[src/rtl/dmem_sram_like_bridge_pkg.sv]
// -----------------------------------------------------------------------------
// dmem_sram_like_bridge_pkg
//   Shared types and constants for the data-side SRAM-to-sram_like bridge:
//   - bridge FSM state encoding
//   - sram_like transfer size codes
//   - MIPS32 kseg0/kseg1 constants and a fixed-segment translation helper,
//     used only when DMEM_ADDR_XLATE_EN is defined
// -----------------------------------------------------------------------------
package dmem_sram_like_bridge_pkg;

   typedef enum logic [1:0] {
      ST_IDLE = 2'd0,
      ST_REQ  = 2'd1,
      ST_WAIT = 2'd2,
      ST_HOLD = 2'd3
   } state_t;

   localparam logic [1:0] SIZE_BYTE = 2'd0;
   localparam logic [1:0] SIZE_HALF = 2'd1;
   localparam logic [1:0] SIZE_WORD = 2'd2;

   localparam logic [31:0] KSEG0_BASE  = 32'h8000_0000;
   localparam logic [31:0] KSEG1_BASE  = 32'hA000_0000;
   localparam logic [31:0] KSEG1_LIMIT = 32'hC000_0000;
   localparam logic [31:0] KSEG_MASK   = 32'h1FFF_FFFF;

   // kseg0 and kseg1 are unmapped windows onto the low 512 MB of physical
   // memory; everything else goes out unchanged.
   function automatic logic [31:0] kseg_xlate(input logic [31:0] a);
      logic in_k0;
      logic in_k1;
      in_k0 = (a >= KSEG0_BASE) && (a < KSEG1_BASE);
      in_k1 = (a >= KSEG1_BASE) && (a < KSEG1_LIMIT);
      return (in_k0 || in_k1) ? (a & KSEG_MASK) : a;
   endfunction

endpackage

[src/rtl/dmem_sram_like_bridge_size_enc.sv]
// -----------------------------------------------------------------------------
// sram_like_size_enc
//   Combinational mapping of the core's byte-enable / load-size to the
//   sram_like wr flag and size code. Shared with the instruction-side bridge.
//   Ports:
//     i_wen   [3:0]  byte write enables (0 = load)
//     i_rsize [1:0]  load size (0 byte, 1 half, 2 word, 3 treated as word)
//     o_wr           1 = store
//     o_size  [1:0]  sram_like size code
// -----------------------------------------------------------------------------
module sram_like_size_enc
   import dmem_sram_like_bridge_pkg::*;
(
   input  logic [3:0] i_wen,
   input  logic [1:0] i_rsize,
   output logic       o_wr,
   output logic [1:0] o_size
);

   always_comb begin
      o_wr   = |i_wen;
      o_size = SIZE_WORD;
      if (|i_wen) begin
         unique case (i_wen)
            4'b1111:                            o_size = SIZE_WORD;
            4'b0011, 4'b1100:                   o_size = SIZE_HALF;
            4'b0001, 4'b0010, 4'b0100, 4'b1000: o_size = SIZE_BYTE;
            // Irregular patterns go out as a full word; the lane data is
            // already in place and the slave writes all four bytes.
            default:                            o_size = SIZE_WORD;
         endcase
      end else begin
         o_size = (i_rsize == 2'd3) ? SIZE_WORD : i_rsize;
      end
   end

endmodule

[src/rtl/dmem_sram_like_bridge.sv]
// -----------------------------------------------------------------------------
// dmem_sram_like_bridge
//   Converts the memory stage's single-cycle SRAM-style data access into an
//   sram_like req/addr_ok/data_ok transaction, stalls the core while it is
//   outstanding and holds load data until the pipeline advances.
//   Optional feature: define DMEM_ADDR_XLATE_EN to apply fixed MIPS32
//   kseg0/kseg1 translation to the bus address at latch time.
//   Ports:
//     clk, rst                  clock, async active-high reset
//     cpu_en/wen/rsize/addr/wdata  core access
//     cpu_flush, cpu_adv        flush of the M-stage instr, pipeline advance
//     cpu_rdata, cpu_stall      load data and stall request back to the core
//     req/wr/size/addr/wdata    sram_like request (registered)
//     addr_ok, data_ok, rdata   sram_like responses
// -----------------------------------------------------------------------------
module dmem_sram_like_bridge
   import dmem_sram_like_bridge_pkg::*;
#(
   parameter int ADDR_W = 32,
   parameter int DATA_W = 32
)(
   input  logic              clk,
   input  logic              rst,
   input  logic              cpu_en,
   input  logic [3:0]        cpu_wen,
   input  logic [1:0]        cpu_rsize,
   input  logic [ADDR_W-1:0] cpu_addr,
   input  logic [DATA_W-1:0] cpu_wdata,
   input  logic              cpu_flush,
   input  logic              cpu_adv,
   output logic [DATA_W-1:0] cpu_rdata,
   output logic              cpu_stall,
   output logic              req,
   output logic              wr,
   output logic [1:0]        size,
   output logic [ADDR_W-1:0] addr,
   output logic [DATA_W-1:0] wdata,
   input  logic              addr_ok,
   input  logic              data_ok,
   input  logic [DATA_W-1:0] rdata
);

   state_t            r_state;
   state_t            w_next;
   logic              r_req;
   logic              r_wr;
   logic [1:0]        r_size;
   logic [ADDR_W-1:0] r_addr;
   logic [DATA_W-1:0] r_wdata;
   logic [DATA_W-1:0] r_rdata;
   logic              r_discard;

   logic              w_wr;
   logic [1:0]        w_size;
   logic [ADDR_W-1:0] w_addr;
   logic              w_accept;
   logic              w_drop;
   logic              w_stall;

   sram_like_size_enc u_size_enc (
      .i_wen   (cpu_wen),
      .i_rsize (cpu_rsize),
      .o_wr    (w_wr),
      .o_size  (w_size)
   );

`ifdef DMEM_ADDR_XLATE_EN
   assign w_addr = kseg_xlate(cpu_addr);
`else
   assign w_addr = cpu_addr;
`endif

   assign w_accept = (r_state == ST_IDLE) && cpu_en && !cpu_flush;
   // A flush arriving in the data_ok cycle itself still drops the data.
   assign w_drop   = r_discard || cpu_flush;

   always_ff @(posedge clk or posedge rst) begin
      if (rst) r_state <= ST_IDLE;
      else     r_state <= w_next;
   end

   always_comb begin
      w_next  = r_state;
      w_stall = 1'b0;
      unique case (r_state)
         ST_IDLE: begin
            w_stall = cpu_en && !cpu_flush;
            if (w_accept) w_next = ST_REQ;
         end
         ST_REQ: begin
            // data_ok is never valid in the acceptance cycle, so it is ignored
            w_stall = 1'b1;
            if (addr_ok) w_next = ST_WAIT;
         end
         ST_WAIT: begin
            w_stall = 1'b1;
            if (data_ok) w_next = w_drop ? ST_IDLE : ST_HOLD;
         end
         ST_HOLD: begin
            if (cpu_adv || cpu_flush) w_next = ST_IDLE;
         end
         default: w_next = ST_IDLE;
      endcase
   end

   // Gated so the stall drops the instant reset is asserted, even if the
   // core is still presenting an access.
   assign cpu_stall = w_stall && !rst;

   always_ff @(posedge clk or posedge rst) begin
      if (rst) begin
         r_req   <= 1'b0;
         r_wr    <= 1'b0;
         r_size  <= SIZE_BYTE;
         r_addr  <= '0;
         r_wdata <= '0;
         r_rdata <= '0;
      end else begin
         if (w_accept) begin
            r_req   <= 1'b1;
            r_wr    <= w_wr;
            r_size  <= w_size;
            r_addr  <= w_addr;
            r_wdata <= cpu_wdata;
         end else if ((r_state == ST_REQ) && addr_ok) begin
            r_req <= 1'b0;
         end
         if ((r_state == ST_WAIT) && data_ok && !r_wr && !w_drop)
            r_rdata <= rdata;
      end
   end

   // The bus transfer cannot be cancelled; a flush only marks its result
   // for discard once it completes.
   always_ff @(posedge clk or posedge rst) begin
      if (rst) begin
         r_discard <= 1'b0;
      end else if ((r_state == ST_WAIT) && data_ok) begin
         r_discard <= 1'b0;
      end else if (((r_state == ST_REQ) || (r_state == ST_WAIT)) && cpu_flush) begin
         r_discard <= 1'b1;
      end
   end

   assign req       = r_req;
   assign wr        = r_wr;
   assign size      = r_size;
   assign addr      = r_addr;
   assign wdata     = r_wdata;
   assign cpu_rdata = r_rdata;

endmodule

[config.mk]
export PLATFORM = sky130hd
export DESIGN_NAME = dmem_sram_like_bridge
export DESIGN_NICKNAME = d
export VERILOG_FILES = /design/src/rtl/dmem_sram_like_bridge_pkg.sv /design/src/rtl/dmem_sram_like_bridge_size_enc.sv /design/src/rtl/dmem_sram_like_bridge.sv
export SDC_FILE = /design/constraint.sdc
export NUM_CORES = 1
export LEC_CHECK = 0
export BUFFER_PORTS_ARGS = -buffer_cell sky130_fd_sc_hd__buf_2
export CORE_ASPECT_RATIO = 0.8
export CORE_MARGIN = 4
export CORE_UTILIZATION = 40
export CTS_CLUSTER_SIZE = 28
export DETAILED_ROUTE_END_ITERATION = 8
export PLACE_DENSITY = 0.71
export SLEW_MARGIN = 0
export SYNTH_ARGS = -nofsm -noshare
export SYNTH_HDL_FRONTEND = slang
export SYNTH_SLANG_ARGS = --single-unit
[constraint.sdc]
create_clock -name clk -period 6.9 [get_ports clk]
set_input_delay 0.69 -clock clk [delete_from_list [all_inputs] [get_ports clk]]
set_output_delay 0.69 -clock clk [all_outputs]
set_load 0.05 [all_outputs]
==> results of run 1 <==
-- kinds of logic (layout without fill, tap and decap cells) --
kind of cell | after synthesis | after routing | share of synthesized area
AO/OA/AOI/OAI | 15 | 15 | 0.02413
adder cells (fa/ha/maj) | 5 | 5 | 0.01508
buffers and inverters | 16 | 232 | 0.02593
flip-flops | 103 | 103 | 0.6212
multiplexers | 96 | 96 | 0.2877
AND/OR/NAND/NOR | 17 | 17 | 0.02594
-- sequential cells by signal (all words and copies together), names as in the netlist --
signal and cells:
wdata 32, req 1, addr 32, size 2, wr 1, r_discard 1, cpu_rdata 32, r_state 2
-- area by class of cell --
class | count | area, µm² | area share
tap | 136 | 170.2 | 0.03051
timing repair buffer | 211 | 1061 | 0.1903
sequential | 103 | 2577 | 0.4622
inverter | 5 | 21.27 | 0.003814
clock inverter | 6 | 53.80 | 0.009648
multi-input combinational | 133 | 1464 | 0.2625
clock buffer | 10 | 229.0 | 0.04106
-- cells in the mapped netlist --
cell type  count  area (µm²)
nand2_1        5       18.77
a211oi_1       1       7.510
a21o_2         1       8.760
a31oi_1        1       6.260
nor2b_1        2       12.51
o21ai_0        3       15.01
buf_4          6       45.04
o21a_1         1       7.510
inv_1          5       18.77
nor2_1         4       15.01
and2_1         1       6.260
nand3b_1       1       7.510
dfrtp_1      103        2577
nor4b_1        1       8.760
ha_1           5       62.56
a31o_1         1       8.760
buf_6          3       33.78
a21oi_1        5       25.02
nor3b_2        1       12.51
o32a_2         1       11.26
nand3b_4       1       20.02
mux2_4        30       450.4
a221o_1        1       10.01
mux2_2        66       743.2
buf_2          2       10.01
nor4_1         1       6.260
-- path summary, 6_finish.rpt --
check,endpoint,depth (start not counted),start
max,cpu_stall,5,r_state[1]$_DFFE_PP0P_
min,wdata[0]$_DFFE_PP0P_,2,rst
max reg2reg,cpu_rdata[4]$_DFFE_PP0P_,5,r_state[0]$_DFFE_PP0P_
min reg2reg,req$_DFFE_PP0P_,2,req$_DFFE_PP0P_
max in group asynchronous,r_discard$_DFFE_PP0P_,3,rst
min in group clk,req$_DFFE_PP0P_,2,req$_DFFE_PP0P_
-- power breakdown --
part | switching (mW) | internal (mW)
logic | 1.22 | 0.477
registers | 0.138 | 0.872
clock network | 0.224 | 0.250
total | 1.58 | 1.60
-- metal layers --
| layer | GRT usage | up-vias | share of wire |
|---|---|---|---|
| met1 | 0.1952 | 1341 | 0.40 |
| met5 | 0 | - | 0 |
| met2 | 0.2683 | 132 | 0.49 |
| met3 | 0.06197 | 9 | 0.10 |
| li1 | - | 1307 | - |
| met4 | 0.03876 | 0 | 0.0078 |
-- through the flow --
| stage | std cells | hold slack, ns |
|---|---|---|
| 5_1_grt | 604 | 0.4272 |
| 2_1_floorplan | 252 | 0.5123 |
| 6_report | 604 | 0.3980 |
| 3_3_place_gp | 588 | 0.4577 |
| 4_1_cts | 604 | 0.4098 |
| 3_5_place_dp | 588 | 0.4688 |
==> impl_metrics.ini, run 1 <==
[power_and_ir_drop]
vdd_drop_max_mv = 0.3881
cellPowerDensity_nw_per_um2 = 570.6
totalPowerFinal_mw = 3.182
leakage_nw = 3.017

[finish]
insertedDiodeCount = 0
fillers = 833
nets = 577
final_area_um2 = 5577
final_cell_mix = 209 x buf_2, 103 x dfrtp_1, 66 x mux2_2, 30 x mux2_4, 9 x clkbuf_16
area_growth_pct = 34.41
final_common_cell = buf_2
fin_util = 0.5639
drive_above_1_share = 0.6987

[critical_path]
path_delay_family = buffers and inverters
cp_max_fo = 5
worst-setup-path-type = reg2out
cp_cell_sequence = inv_1, ha_1, nand3b_1, a211oi_1, buf_2
timing.critical_path.slowest_stage_cell = dfrtp_1
crit_buf_inv = 2
cp.arrival_ns = 1.84
worstPathRequired_ns = 6.21
slowest_delay_ns = 0.43
worstSetupEndpointType = primary output
r2r_slack_ns = 4.66
cp-start-kind = flop

[placement]
io_buffers = 209
dp_hpwl_mm = 7.227
placed_area_um2 = 5294
place.gp.congestion = 0.6980
place_ws_ns = 4.557

[grt]
antenna_found_initial = 0
grt_max_degree = 74
grt_pass1_vias = 3058
grt_util_all_layers = 0.1598
grt-ovfl-total = 0
grt_pass1_wl_mm = 15.24

[yosys]
ys_types = 26
synth_area_um2 = 4149
ys_ff_latch = 103
synth.net_count = 366
synthCells = 252
ys_seq_area_frac = 0.6212
syn_area_per_cell_um2 = 16.46
yosys_warnings = 0

[floorplanning]
core_um2 = 9889
die_height_um = 99.10
io_pins = 210
num_rows = 32
start_util = 0.4195
dieArea_um2 = 12080
die_w_um = 121.9

[sta]
fin_crit_sh = 0.3670
setup_tns_ns = 0
post-route-min-period_ns = 2.532
setup_viol = 0
grt_setup_unrepaired = false
max_freq_mhz = 394.9
final-hold-violation-count = 0
worst_slew_pin_slew_ns = 0.8917
final-max-slew-violation-count = 0
maxSlewHeadroom = 0.4055
worst_slack_ns = 4.368
finalClockSkew_ns = 0.005207

[flow_run]
maxCapViolCount = 0

[drt]
first_iter_violations = 81
ant_nets = 0
drc = 0
vias = 2789
routedWlPerCell_um = 15.64
wirelength_mm = 9.445
via_per_inst = 4.618
firstDrtPassIters = 4

[clock_network]
clock-root-buffer = clkbuf_16
cts_resized = 0
htree_levels = 3
ctsHoldBuffers = 0
clock-sinks = 103
cts_tree = done
clk_pin_slew_ns = 0.07
post-cts-setup-buffers = 0
cts_buffer_depth = 2
cts_buffers = 9
clk_latency_ns = 0.33

[status]
outcome = complete, no violations

[min_path]
hp-class = in2async
No activity file was read; power rests on OpenSTA's default activity.
==> run 2: changes to the inputs <==
ABC_AREA = 1   (was default)
PLACE_DENSITY = 0.73   (was 0.71)
clock period = 2.1 ns   (was 6.9 ns; I/O delays follow)
==> run 2 against run 1 <==
  * Final cell count grew 38%
  * Clock power grew to 3.9 times the previous value
  * Clock skew shrank 0.0020 ns
  * Via count grew 33%
  * Critical endpoint unchanged
==> impl_metrics.ini, run 2 <==
[status]
outcome = complete, no violations

[floorplanning]
start_util = 0.4120
dieArea_um2 = 12360
core_um2 = 10320
io_pins = 210
num_rows = 33
die_height_um = 100.2
die_w_um = 123.3

[finish]
drive_above_1_share = 0.3680
area_growth_pct = 35.89
fin_util = 0.5599
nets = 802
final_cell_mix = 251 x nand2_1, 209 x buf_2, 103 x dfrtp_1, 43 x inv_1
insertedDiodeCount = 0
final_cells = 833
final_common_cell = nand2_1

[power_and_ir_drop]
leakage_nw = 3.498
p_int_mw = 4.983
pwr-share-comb = 0.495
p_sw_mw = 4.982
seqPwrFrac = 0.321
vdd_drop_max_mv = 1.053
cellPowerDensity_nw_per_um2 = 1724
clock_power_share = 0.184
swShare = 0.5000

[critical_path]
cp.arrival_ns = 1.74
cp-start-kind = flop
r2r_slack_ns = 0.47
worstPathRequired_ns = 1.89
cp_cell_sequence = inv_1, ha_1, nand3_2, inv_2, nor2_1, nor3_2, buf_2
path_delay_family = buffers and inverters
worst-setup-path-type = reg2out
slowest_delay_ns = 0.43
worstSetupEndpointType = primary output
cp_max_fo = 4
timing.critical_path.slowest_stage_cell = dfrtp_1
crit_buf_inv = 3

[yosys]
ys_types = 21
synth_top_area_frac = 0.6061
ys.flop_type = dfrtp_1
synth_area_um2 = 4253
yosys_warnings = 0
ys_seq_area_frac = 0.6061
synth_top_cell_by_area = dfrtp_1
synth_most_common_cell = nand2_1
syn_area_per_cell_um2 = 8.860
synthCells = 480
synth.net_count = 594
synth_area_leaders = dfrtp_1 61%, nand2_1 22%, inv_1 3.9%
ys_top_cells_by_count = 251 x nand2_1, 103 x dfrtp_1, 44 x inv_1, 16 x o21ai_1, 16 x o21ai_2
synth_edf_count = 0
ys_ff_latch = 103
ys_async_sr_fraction = 1.000

[drt]
wirelength_mm = 10.45
drc = 0
via_per_inst = 4.457
ant_nets = 0
first_iter_violations = 77
routedWlPerCell_um = 12.55
firstDrtPassIters = 4
vias = 3713

[sta]
finalClockSkew_ns = 0.003172
setup_tns_ns = 0
final-hold-violation-count = 0
worst_slew_pin_slew_ns = 0.5938
max_freq_mhz = 511.9
setup_viol = 0
post-route-min-period_ns = 1.953
fin_crit_sh = 0.9302
grt_setup_unrepaired = false
final-max-slew-violation-count = 0
maxSlewHeadroom = 0.6033

[grt]
grt_util_all_layers = 0.1683
grt-ovfl-total = 0
grt_pass1_wl_mm = 16.64
met3_usage = 0.05690
use_met2 = 0.2891
met1_usage = 0.2003
grt_max_degree = 65
top_usage_layer = met2
grt_pass1_vias = 3636
antenna_found_initial = 0

[clock_network]
ctsHoldBuffers = 1
cts_buffer_depth = 2
cts_tree = done
htree_levels = 3
cts_resized = 0
clock-sinks = 103
clk_pin_slew_ns = 0.07
cts_buffers = 9
post-cts-setup-buffers = 0
clk_latency_ns = 0.33
clock-root-buffer = clkbuf_16

[placement]
placed_cells = 816
io_buffers = 209
place.gp.congestion = 0.7869
dp_hpwl_mm = 7.999

[min_path]
hp-class = in2reg

[flow_run]
maxCapViolCount = 0
-- run 2: layer usage --
| metal | part of all wire | wire [µm] | up-vias |
|---|---|---|---|
| li1 | - | - | 1852 |
| met1 | 0.41 | 4242 | 1709 |
| met2 | 0.49 | 5110 | 140 |
| met3 | 0.093 | 970 | 12 |
| met4 | 0.012 | 128 | 0 |
| met5 | 0 | 0 | - |
-- run 2: area by class of cell --
class / instances / area, µm²
multi-input cells: 311 / 1361
flip-flops and latches: 103 / 2577
clock inverters: 4 / 76.32
clock buffers: 12 / 266.5
inverters: 46 / 176.4
well taps: 140 / 175.2
repair buffers: 217 / 1146
fillers: 959 / 4543
-- run 2: final timing paths --
path,start,endpoint,cells after the start
setup reg to reg,r_state[0]$_DFFE_PP0P_,size[1]$_DFFE_PP0P_,7
setup / recovery,r_state[0]$_DFFE_PP0P_,cpu_stall,7
hold / removal,cpu_wdata[18],wdata[18]$_DFFE_PP0P_,3
max in group asynchronous,rst,cpu_rdata[30]$_DFFE_PP0P_,4
min in group asynchronous,rst,req$_DFFE_PP0P_,3
hold reg to reg,addr[8]$_DFFE_PP0P_,addr[8]$_DFFE_PP0P_,2
-- run 2: stage by stage --
step	worst slack [ns]	total power [mW]	instance area, µm²	hold WS [ns]
2_1_floorplan	0.2086	6.936	4262	0.3196
3_3_place_gp	0.5748	8.084	5426	0.3303
3_5_place_dp	0.4662	8.195	5426	0.3246
4_1_cts	0.1223	10.08	5779	0.05009
5_1_grt	0.03651	10.50	5779	0.05259
6_report	0.1466	9.965	5779	0.06793
-- run 2: kinds of logic after synthesis --
kind of cell | count (synthesis) | share of synthesized area
AO/OA/AOI/OAI | 38 | 0.06060
flip-flops | 103 | 0.6061
adder cells (fa/ha/maj) | 5 | 0.01471
AND/OR/NAND/NOR | 268 | 0.2436
buffers and inverters | 66 | 0.07502
-- run 2: power by group through the flow --
stage          sequential [mW]  combinational (mW)  clock (mW)
2_1_floorplan             5.86                1.07           0
3_3_place_gp              3.19                4.89           0
3_5_place_dp              3.21                4.99           0
4_1_cts                   3.20                4.98        1.90
5_1_grt                   3.30                5.24        1.96
6_report                  3.20                4.93        1.84
-- run 2: worst reg2reg max path: stages, from the launching register on --
cell and delay, ns:
dfrtp_1 0.42, inv_1 0.11, ha_1 0.25, nand3_2 0.12
buf_4 0.36, nor2_1 0.12, nand2_1 0.07, nand3_1 0.07
